## config.mk

```make
export PLATFORM = sky130hd
export DESIGN_NAME = if_stage
export DESIGN_NICKNAME = d
export VERILOG_FILES = /design/src/rtl/if_stage_pkg.sv /design/src/rtl/if_id_reg.sv /design/src/rtl/if_stage.sv
export SDC_FILE = /design/constraint.sdc
export NUM_CORES = 1
export LEC_CHECK = 0
export CORE_MARGIN = 1
export CORE_UTILIZATION = 43
export DETAILED_ROUTE_END_ITERATION = 8
export HOLD_SLACK_MARGIN = 0.06
export PLACE_DENSITY_LB_ADDON = 0.05
export RECOVER_POWER = 100
export SLEW_MARGIN = 20
export SYNTH_ARGS = -nofsm -noshare
export SYNTH_HDL_FRONTEND = slang
export SYNTH_SLANG_ARGS = --single-unit
```

## constraint.sdc

```tcl
create_clock -name clk -period 2.5 [get_ports clk]
set_clock_uncertainty 0.15 [all_clocks]
set_input_delay 0.25 -clock clk [delete_from_list [all_inputs] [get_ports clk]]
set_output_delay 0.25 -clock clk [all_outputs]
set_load 0.01 [all_outputs]
```

## src/rtl/if_stage_pkg.sv

```systemverilog
// Shared types and constants for the instruction-fetch stage.
//   - exception codes carried into IF/ID
//   - fetch FSM state encoding
//   - default address map constants
//   - IF/ID payload struct and the fetch address-legality helper
package if_stage_pkg;

  localparam int unsigned XLEN  = 32;
  localparam int unsigned EXC_W = 5;

  localparam logic [XLEN-1:0] DEF_INIT_PC = 32'h0000_3000;
  localparam logic [XLEN-1:0] DEF_IM_LO   = 32'h0000_3000;
  localparam logic [XLEN-1:0] DEF_IM_HI   = 32'h0000_6FFF;
  localparam logic [XLEN-1:0] DEF_EXC_PC  = 32'h0000_4180;

  localparam logic [EXC_W-1:0] EXC_INT  = 5'd0;
  localparam logic [EXC_W-1:0] EXC_ADEL = 5'd4;

  typedef enum logic [1:0] {
    S_FETCH = 2'd0,
    S_WAIT  = 2'd1,
    S_HELD  = 2'd2,
    S_DRAIN = 2'd3
  } if_state_e;

  typedef struct packed {
    logic [XLEN-1:0]  pc;
    logic [XLEN-1:0]  instr;
    logic [EXC_W-1:0] exc_code;
    logic             bd;
  } ifid_t;

  // Misaligned or outside [lo, hi] (unsigned) is an address error on fetch.
  function automatic logic fetch_adel(input logic [XLEN-1:0] pc,
                                      input logic [XLEN-1:0] lo,
                                      input logic [XLEN-1:0] hi);
    return (pc[1:0] != 2'b00) || (pc < lo) || (pc > hi);
  endfunction

endpackage

```

## src/rtl/if_id_reg.sv

```systemverilog
// IF/ID pipeline register with load, hold and flush.
// Ports:
//   clk, reset (sync, active-low)
//   load      - capture din, mark valid
//   flush     - overrides load; PC <= flush_pc, rest cleared, valid 0
//   flush_pc  - PC value written on flush
//   din       - payload captured on load
//   d_pc, d_instr, d_exc_code, d_bd, d_valid - registered contents
module if_id_reg
  import if_stage_pkg::*;
#(
  parameter logic [XLEN-1:0] RST_PC = DEF_INIT_PC
) (
  input  logic              clk,
  input  logic              reset,
  input  logic              load,
  input  logic              flush,
  input  logic [XLEN-1:0]   flush_pc,
  input  ifid_t             din,
  output logic [XLEN-1:0]   d_pc,
  output logic [XLEN-1:0]   d_instr,
  output logic [EXC_W-1:0]  d_exc_code,
  output logic              d_bd,
  output logic              d_valid
);

  // Flush beats load; neither asserted means hold.
  always_ff @(posedge clk) begin
    if (!reset) begin
      d_pc       <= RST_PC;
      d_instr    <= '0;
      d_exc_code <= EXC_INT;
      d_bd       <= 1'b0;
      d_valid    <= 1'b0;
    end else if (flush) begin
      d_pc       <= flush_pc;
      d_instr    <= '0;
      d_exc_code <= EXC_INT;
      d_bd       <= 1'b0;
      d_valid    <= 1'b0;
    end else if (load) begin
      d_pc       <= din.pc;
      d_instr    <= din.instr;
      d_exc_code <= din.exc_code;
      d_bd       <= din.bd;
      d_valid    <= 1'b1;
    end
  end

endmodule

```

## src/rtl/if_stage.sv

```systemverilog
// Instruction-fetch stage: owns the PC, talks to a variable-latency
// instruction memory, flags AdEL on illegal fetch addresses and feeds IF/ID.
// Ports:
//   clk, reset (sync, active-low)
//   nPC, block, Req, is_branch_D         - from PC_Calc / hazard unit / CP0 / ID
//   PC                                   - current fetch PC back to PC_Calc
//   im_req, im_addr, im_ready, im_rdata  - instruction memory handshake
//   fetch_busy                           - fetch not complete this cycle
//   D_PC, D_Instr, D_ExcCode, D_BD, D_valid - IF/ID contents
// Optional (macro IF_PERF_CNT_EN): perf_fetch_cnt, perf_wait_cnt.
module if_stage
  import if_stage_pkg::*;
#(
  parameter logic [XLEN-1:0] INIT_PC = DEF_INIT_PC,
  parameter logic [XLEN-1:0] IM_LO   = DEF_IM_LO,
  parameter logic [XLEN-1:0] IM_HI   = DEF_IM_HI,
  parameter logic [XLEN-1:0] EXC_PC  = DEF_EXC_PC
) (
  input  logic              clk,
  input  logic              reset,
  input  logic [XLEN-1:0]   nPC,
  input  logic              block,
  input  logic              Req,
  input  logic              is_branch_D,
  output logic [XLEN-1:0]   PC,
  output logic              im_req,
  output logic [XLEN-1:0]   im_addr,
  input  logic              im_ready,
  input  logic [XLEN-1:0]   im_rdata,
  output logic              fetch_busy,
  output logic [XLEN-1:0]   D_PC,
  output logic [XLEN-1:0]   D_Instr,
  output logic [EXC_W-1:0]  D_ExcCode,
  output logic              D_BD,
`ifdef IF_PERF_CNT_EN
  output logic [XLEN-1:0]   perf_fetch_cnt,
  output logic [XLEN-1:0]   perf_wait_cnt,
`endif
  output logic              D_valid
);

  if_state_e        state_q, state_d;
  logic [XLEN-1:0]  pc_q, pc_d;
  logic [XLEN-1:0]  hold_instr_q;
  logic [EXC_W-1:0] hold_exc_q;

  logic             adel;
  logic             done;
  logic             req_raw;
  logic             ifid_ld;
  logic             ifid_fl;
  logic             hold_ld;
  logic [XLEN-1:0]  fetch_data;
  logic [EXC_W-1:0] fetch_exc;
  ifid_t            ifid_din;

  assign adel    = fetch_adel(pc_q, IM_LO, IM_HI);
  assign PC      = pc_q;
  assign im_addr = {pc_q[XLEN-1:2], 2'b00};
  // No request may be seen by memory while reset is asserted.
  assign im_req  = req_raw & reset;

  // State register.
  always_ff @(posedge clk) begin
    if (!reset) state_q <= S_FETCH;
    else        state_q <= state_d;
  end

  // PC and hold buffer.
  always_ff @(posedge clk) begin
    if (!reset) begin
      pc_q         <= INIT_PC;
      hold_instr_q <= '0;
      hold_exc_q   <= EXC_INT;
    end else begin
      pc_q <= pc_d;
      if (hold_ld) begin
        hold_instr_q <= fetch_data;
        hold_exc_q   <= fetch_exc;
      end
    end
  end

  // Next-state, fetch result mux and IF/ID / PC control.
  always_comb begin
    state_d    = state_q;
    pc_d       = pc_q;
    req_raw    = 1'b0;
    fetch_busy = 1'b0;
    done       = 1'b0;
    fetch_data = '0;
    fetch_exc  = EXC_INT;
    ifid_ld    = 1'b0;
    ifid_fl    = 1'b0;
    hold_ld    = 1'b0;

    case (state_q)
      S_FETCH: begin
        req_raw    = !adel;
        done       = adel | im_ready;
        fetch_busy = !done;
        fetch_data = adel ? '0 : im_rdata;
        fetch_exc  = adel ? EXC_ADEL : EXC_INT;
      end
      S_WAIT: begin
        req_raw    = 1'b1;
        fetch_busy = 1'b1;
        done       = im_ready;
        fetch_data = im_rdata;
      end
      S_HELD: begin
        done       = 1'b1;
        fetch_data = hold_instr_q;
        fetch_exc  = hold_exc_q;
      end
      S_DRAIN: begin
        req_raw    = 1'b1;
        fetch_busy = 1'b1;
      end
      default: ;
    endcase

    if (Req) begin
      ifid_fl = 1'b1;
      // An in-flight request must be drained before refetching from EXC_PC.
      if (((state_q == S_WAIT) || (state_q == S_DRAIN) ||
           ((state_q == S_FETCH) && !adel)) && !im_ready) begin
        state_d = S_DRAIN;
      end else begin
        state_d = S_FETCH;
        pc_d    = EXC_PC;
      end
    end else begin
      case (state_q)
        S_FETCH, S_WAIT, S_HELD: begin
          if (done && !block) begin
            ifid_ld = 1'b1;
            pc_d    = nPC;
            state_d = S_FETCH;
          end else if (done && block) begin
            hold_ld = (state_q != S_HELD);
            state_d = S_HELD;
          end else if (state_q == S_FETCH) begin
            state_d = S_WAIT;
          end
        end
        S_DRAIN: begin
          if (im_ready) begin
            state_d = S_FETCH;
            pc_d    = EXC_PC;
          end
        end
        default: state_d = S_FETCH;
      endcase
    end
  end

  assign ifid_din = '{pc: pc_q, instr: fetch_data, exc_code: fetch_exc,
                      bd: is_branch_D};

  if_id_reg #(
    .RST_PC (INIT_PC)
  ) u_if_id_reg (
    .clk        (clk),
    .reset      (reset),
    .load       (ifid_ld),
    .flush      (ifid_fl),
    .flush_pc   (EXC_PC),
    .din        (ifid_din),
    .d_pc       (D_PC),
    .d_instr    (D_Instr),
    .d_exc_code (D_ExcCode),
    .d_bd       (D_BD),
    .d_valid    (D_valid)
  );

`ifdef IF_PERF_CNT_EN
  // Fetch/wait event counters; free-running, wrap naturally.
  always_ff @(posedge clk) begin
    if (!reset) begin
      perf_fetch_cnt <= '0;
      perf_wait_cnt  <= '0;
    end else begin
      if (ifid_ld && !ifid_fl) perf_fetch_cnt <= perf_fetch_cnt + XLEN'(1);
      if (fetch_busy)          perf_wait_cnt  <= perf_wait_cnt + XLEN'(1);
    end
  end
`endif

endmodule

```

======== Yosys cells after proc, flatten, opt, wreduce, memory -nomap -nowiden ========
Index checks and enable logic that the tools add are counted.
storage, ports and cells
  bits in registers ....................... 142
  input bits .............................. 70
  output and inout port bits .............. 137
  word-level logic and storage cells ...... 72
cells by class
  order comparisons ....................... 2
  equal/unequal tests ..................... 8
  multiplexer cells ....................... 29
  bitwise logic cells ..................... 3
  reductions and logical operators ........ 20
operator list
  operator                count
  $mux W32                5
  $pmux W32 S3            1
  $pmux W32 S2            1
  $gt A32 B15 Y1 const B  1
  $lt A32 B14 Y1 const B  1
  $mux W15                2
  $mux W2                 6
  $pmux W5 S2             1
  $mux W1                 8
  $ne A3 B3 Y1 const B    2
  $ne A5 B5 Y1 const B    1
  $eq A2 B2 Y1 const B    2
  $logic_and A1 B1 Y1     4
  $logic_not A1 Y1        4
  $logic_or A1 B1 Y1      4
  $ne A2 B2 Y1 const B    2
  $pmux W1 S2             2
  $pmux W2 S2             1
  $reduce_bool A2 Y1      2
  $reduce_or A2 Y1        2
  $mux W3                 1
  $pmux W1 S3             1
  $reduce_and A3 Y1       1
  $reduce_or A3 Y1        1
  6 further kinds         6

======== Longest topological paths before layout ========
  word-level depth ........................ 11
  mapped depth ............................ 7
  depth with buffers taken out ............ 5

======== Hierarchy ========
A second synthesis with hierarchy kept.
unflattened totals
  cell total of the unflattened synthesis .. 553
  area total of the unflattened synthesis .. 6198.4 µm²
by module, submodules not included
  module     times used  cells an instance  area each (µm²)  seq. area each (µm²)
  if_id_reg  1           270                3119.2           1421.4
  if_stage   1           283                3079.2           1421.4

======== Worst setup path before layout ========
No wires, ideal clock.
  path kind ............................... reg2reg
  from .................................... register pc_q[14] (netlist: PC[14])
  to ...................................... register hold_instr_q[10]
  setup time .............................. 0.117 ns
  arrival time ............................ 1.694 ns
  path slack .............................. 0.539 ns
  cell stages (with the launch flop) ...... 7
  path buffers ............................ 1
  cell sequence ........................... dfxtp_1 -> and3b_1 -> o211a_1 -> a21oi_2 -> o22ai_2 -> buf_2 -> a22o_1
on the way
  longest elaborated chain between the ends .. 10
  elaborated cells on any way between the ends .. 14
  those cells by class .................... order compare (2); mux (7); bitwise (1); reduce/logical (4)
RTL lines
  item                      RTL line            source
  start: declaration        if_stage.sv:43      logic [XLEN-1:0] pc_q, pc_d;
  start signal: assignment  if_stage.sv:76      pc_q <= pc_d;
  $lt A32 B14 Y1            if_stage_pkg.sv:37  return (pc[1:0] != 2'b00) || (pc < lo) || (pc > hi);
  $logic_or A1 B1 Y1        if_stage_pkg.sv:37
  $logic_or A1 B1 Y1 *      if_stage_pkg.sv:37
  $or A1 B1 Y1              if_stage.sv:100     done = adel | im_ready;
  $pmux W1 S3               if_stage.sv:97      case (state_q)
  $logic_and A1 B1 Y1       if_stage.sv:140     end else if (done && block) begin
  $mux W1                   if_stage.sv:140
  $mux W1                   if_stage.sv:136     if (done && !block) begin
  $mux W1                   if_stage.sv:134     case (state_q)
  $mux W1                   if_stage.sv:123     if (Req) begin
  end signal: assignment    if_stage.sv:78      hold_instr_q <= fetch_data;
  end: declaration          if_stage.sv:44      logic [XLEN-1:0] hold_instr_q;
Mark *: on every way between the ends. The rest lies on a longest branch, timed or not.
A chain may end at the register's enable or synchronous reset.

======== Final worst setup path ========
  from .................................... register pc_q[25] (netlist: PC[25])
  to ...................................... output fetch_busy
on the way
  longest elaborated chain between the ends .. 6
  elaborated cells on any way between the ends .. 7
  those cells by class .................... order compare (2); mux (1); bitwise (1); reduce/logical (3)
RTL lines
  item                  RTL line            source
  $lt A32 B14 Y1        if_stage_pkg.sv:37
  $logic_or A1 B1 Y1    if_stage_pkg.sv:37
  $logic_or A1 B1 Y1 *  if_stage_pkg.sv:37
  $or A1 B1 Y1 *        if_stage.sv:100
  $logic_not A1 Y1 *    if_stage.sv:101     fetch_busy = !done;
  $pmux W1 S2 *         if_stage.sv:97
  end: declaration      if_stage.sv:30      output logic fetch_busy,
Marked as above.

==> PnR_summary.wiki <==
{| class="wikitable"
! Metric !! Value
|-
| Adder-cell share of the synthesized area || 0%
|-
| Post-route ant nets || 0
|-
| DRC violations left || 0
|-
| Power density over the cells || 662.6 nW/um^2
|-
| Growth of design area from synthesis to finish || 46.01%
|-
| Antenna cell count || 0
|-
| Maximum achievable frequency || 0.4208 GHz
|-
| Synth Register Bits || 142
|-
| Post-route fraction of the period consumed by the critical path || 95.06%
|-
| Final-report setup violation count || 0
|-
| Worst endpoint data arrival time || between 1.5 and 2 ns
|-
| Number of antenna violations at the first check in global routing || 0
|-
| Filler Cell Count || 1105
|-
| Shortest period the worst path allows || about 2.4 ns
|-
| Clock root buffer || clkbuf_16
|-
| Clock tree from TritonCTS || yes
|-
| Core box area || 13350 sq um
|-
| Endpoint kind of the worst setup timing path || output pin
|-
| Total grt overflow || 0
|-
| Mux contribution to synthesized area || 16.25%
|-
| Classification of the worst-slack hold path || in2reg
|-
| Compound-cell area share of the yosys netlist || 15.02%
|-
| Clock tree buffer depth || 2
|-
| Floorplan die height || 119.3 microns
|-
| Portion of the post-synthesis area used by sequential elements || about half
|-
| Reported max-cap violation count || 0
|-
| Input/output buffers || 204
|-
| Largest driver fanout on the critical path || 5
|-
| Nets@finish || ~840
|-
| Die span in x || about 120 microns
|-
| Detailed-router iteration count before antenna repair || 4
|-
| Post-synthesis average cell area || 10.13 sq um
|-
| Worst-case setup margin in the final layout || 0.1234 ns
|-
| Detailed Place HPWL || 10840 microns
|-
| Clock buffer count from CTS || 17
|-
| Slew at the pin closest to its max-slew limit || approximately 0.8 ns
|-
| Post-synthesis simple-gate area fraction || 12.78%
|-
| FF-to-FF setup slack || between 0.15 and 0.2 ns
|-
| Via-to-Cell Ratio || 5.193
|-
| Cell with the most instances after synthesis || dfxtp_1
|-
| Number of global-route vias before repair || 4778
|-
| DRC violation total after the first TritonRoute iteration || 294
|-
| Number of sinks on the clock net || 142
|-
| Setup slack after placement || 0.06777 ns
|-
| Worst EP required || 2.10 ns
|-
| Outcome || completed
|-
| Clock-pin slew of the registers on the worst-case setup and hold paths || ~0.050 ns
|-
| Synth warn || 0
|-
| Fraction of layout cells with a size suffix above 1 || ~14%
|-
| Average wire length per cell after detail routing || 16.97 microns
|-
| Flip-flop and latch area || 2845 sq um
|-
| Critical Path Start Type || flop
|-
| Die Area || 14230 sq um
|-
| Htree depth || 4
|-
| GR Util All Layers || 22.82%
|-
| Total area of multi-input combinational cells || roughly 2700 sq um
|-
| Clock latency of the later-clocked register in the worst-skew pair || 0.42 ns
|-
| Leakage || 3.356 nW
|-
| Post-synthesis cell type count || 45
|-
| Synth Area in XOR/XNOR || 0%
|-
| Number of placement rows || 42
|-
| Area leader, netlist || dfxtp_1
|-
| Post-route core utilization || around 65%
|-
| Final Max Slew Viols || 0
|-
| Most common flop cell mapped by yosys || dfxtp_1
|-
| Endpoints failing hold || 0
|-
| Ports || between 200 and 250
|-
| Total Negative Setup Slacks || 0 ns
|-
| Most area-consuming cells after synthesis || dfxtp_1 48%, mux2i_1 10%, a22o_1 9.0%
|-
| Yosys top cell area share || between 40% and 50%
|-
| Mapped Cells || 584
|-
| Combinational family with the most area after synthesis || multiplexers
|-
| RePlAce Congestion || 0.8605
|-
| Most numerous cell types in the synthesized netlist || 142 x dfxtp_1, 129 x nand2_1, 61 x a22o_1
|-
| EDFF count, synth || 0
|-
| Global-route wire length before repair || between 20000 and 30000 microns
|-
| Max VDD drop || 0.0005694 V
|-
| Total Wirelength || 16210 microns
|-
| Initial core utilization || 44.31%
|-
| Maximum number of pins on one net before global-route repair || 52
|-
| Count of vias placed by the detailed router || roughly 5000
|-
| Async SR Flop Fraction || 0%
|-
| Summed instance area of the synthesized netlist || 5914 sq um
|-
| Worst relative slew slack || 46.07%
|-
| WS Path Type || reg2out
|-
| Worst hold margin || 0.2416 ns
|}
-- critical path, cell delays in order (launching register included) --
cell	delay [ns]
dfxtp_1	0.36
nor4_4	0.33
o211a_1	0.26
buf_4	0.13
nand3_1	0.09
o21ai_1	0.14
clkdlybuf4s15_2	0.26
-- sequential cells by signal, summed over array words and instances, names as in the netlist --
register                cells
hold_instr_q               32
state_q                     2
hold_exc_q                  5
u_if_id_reg.d_bd            1
u_if_id_reg.d_instr        32
u_if_id_reg.d_pc           32
u_if_id_reg.d_exc_code      5
PC                         32
u_if_id_reg.d_valid         1
-- stage by stage --
step	total power [mW]	cells	area [sq um]
floorplan	2.966	585	5918
global placement	3.369	917	7995
detailed placement	3.381	917	7995
CTS	5.756	951	8583
global route	5.948	955	8636
finish	5.722	955	8636
-- cells by family (layout without fill, tap and decap cells) --
family	after synthesis	after routing
buffers and inverters	77	270
other	1	2
flip-flops	142	142
multiplexers	92	92
AND/OR/NAND/NOR	168	168
AO/OA/AOI/OAI	104	105
-- final cells by class --
| type | instances | share of cell area [%] |
|---|---|---|
| flip-flops and latches | 142 | 32.95 |
| multi-input cells | 367 | 31.11 |
| repair buffers | 234 | 26.88 |
| clock buffers | 24 | 5.578 |
| well taps | 176 | 2.550 |
| clock inverters | 7 | 0.7244 |
| inverters | 5 | 0.2173 |
-- layer usage --
metal  up-vias  routed length, microns  track usage [%]
met5         -                       0                0
met4         0                     253            8.070
met3        20                     909            7.232
met2       178                    7985            38.37
met1      2372                    7061            27.22
li1       2389                       -                -
-- timing repair --
item | 4_1_cts | 5_1_grt
setup endpoints to repair | 2 | 36
gates cloned | 0 | 1
hold buffers | 0 | 0
buffers inserted | 3 | 2
pin swaps | 3 | 7
resized for setup | 8 | 6
-- cell usage in the layout, fill, tap and decap left out, types with 6 or more instances in the layout --
cell type / n
nor2_1: 6
a22o_1: 61
clkdlybuf4s50_1: 202
mux2i_1: 60
mux2_2: 32
nand2_1: 128
clkbuf_16: 17
buf_4: 25
nand4_1: 8
o21ai_1: 10
dfxtp_1: 140
-- report_power, final --
part	internal, mW	switching (mW)
clock	1.43	0.911
combinational	0.518	0.451
sequential	2.34	0.0731
total	4.29	1.44
-- path summary, 6_finish.rpt --
kind                                            from                   end  depth (start not counted)
worst max-delay path                          PC[25]            fetch_busy                          6
worst min-delay path                     is_branch_D      u_if_id_reg.d_bd                          3
worst max register to register                PC[14]      hold_instr_q[23]                          8
worst min register to register  u_if_id_reg.d_pc[24]  u_if_id_reg.d_pc[24]                          2
No activity file was read; power rests on OpenSTA's default activity.
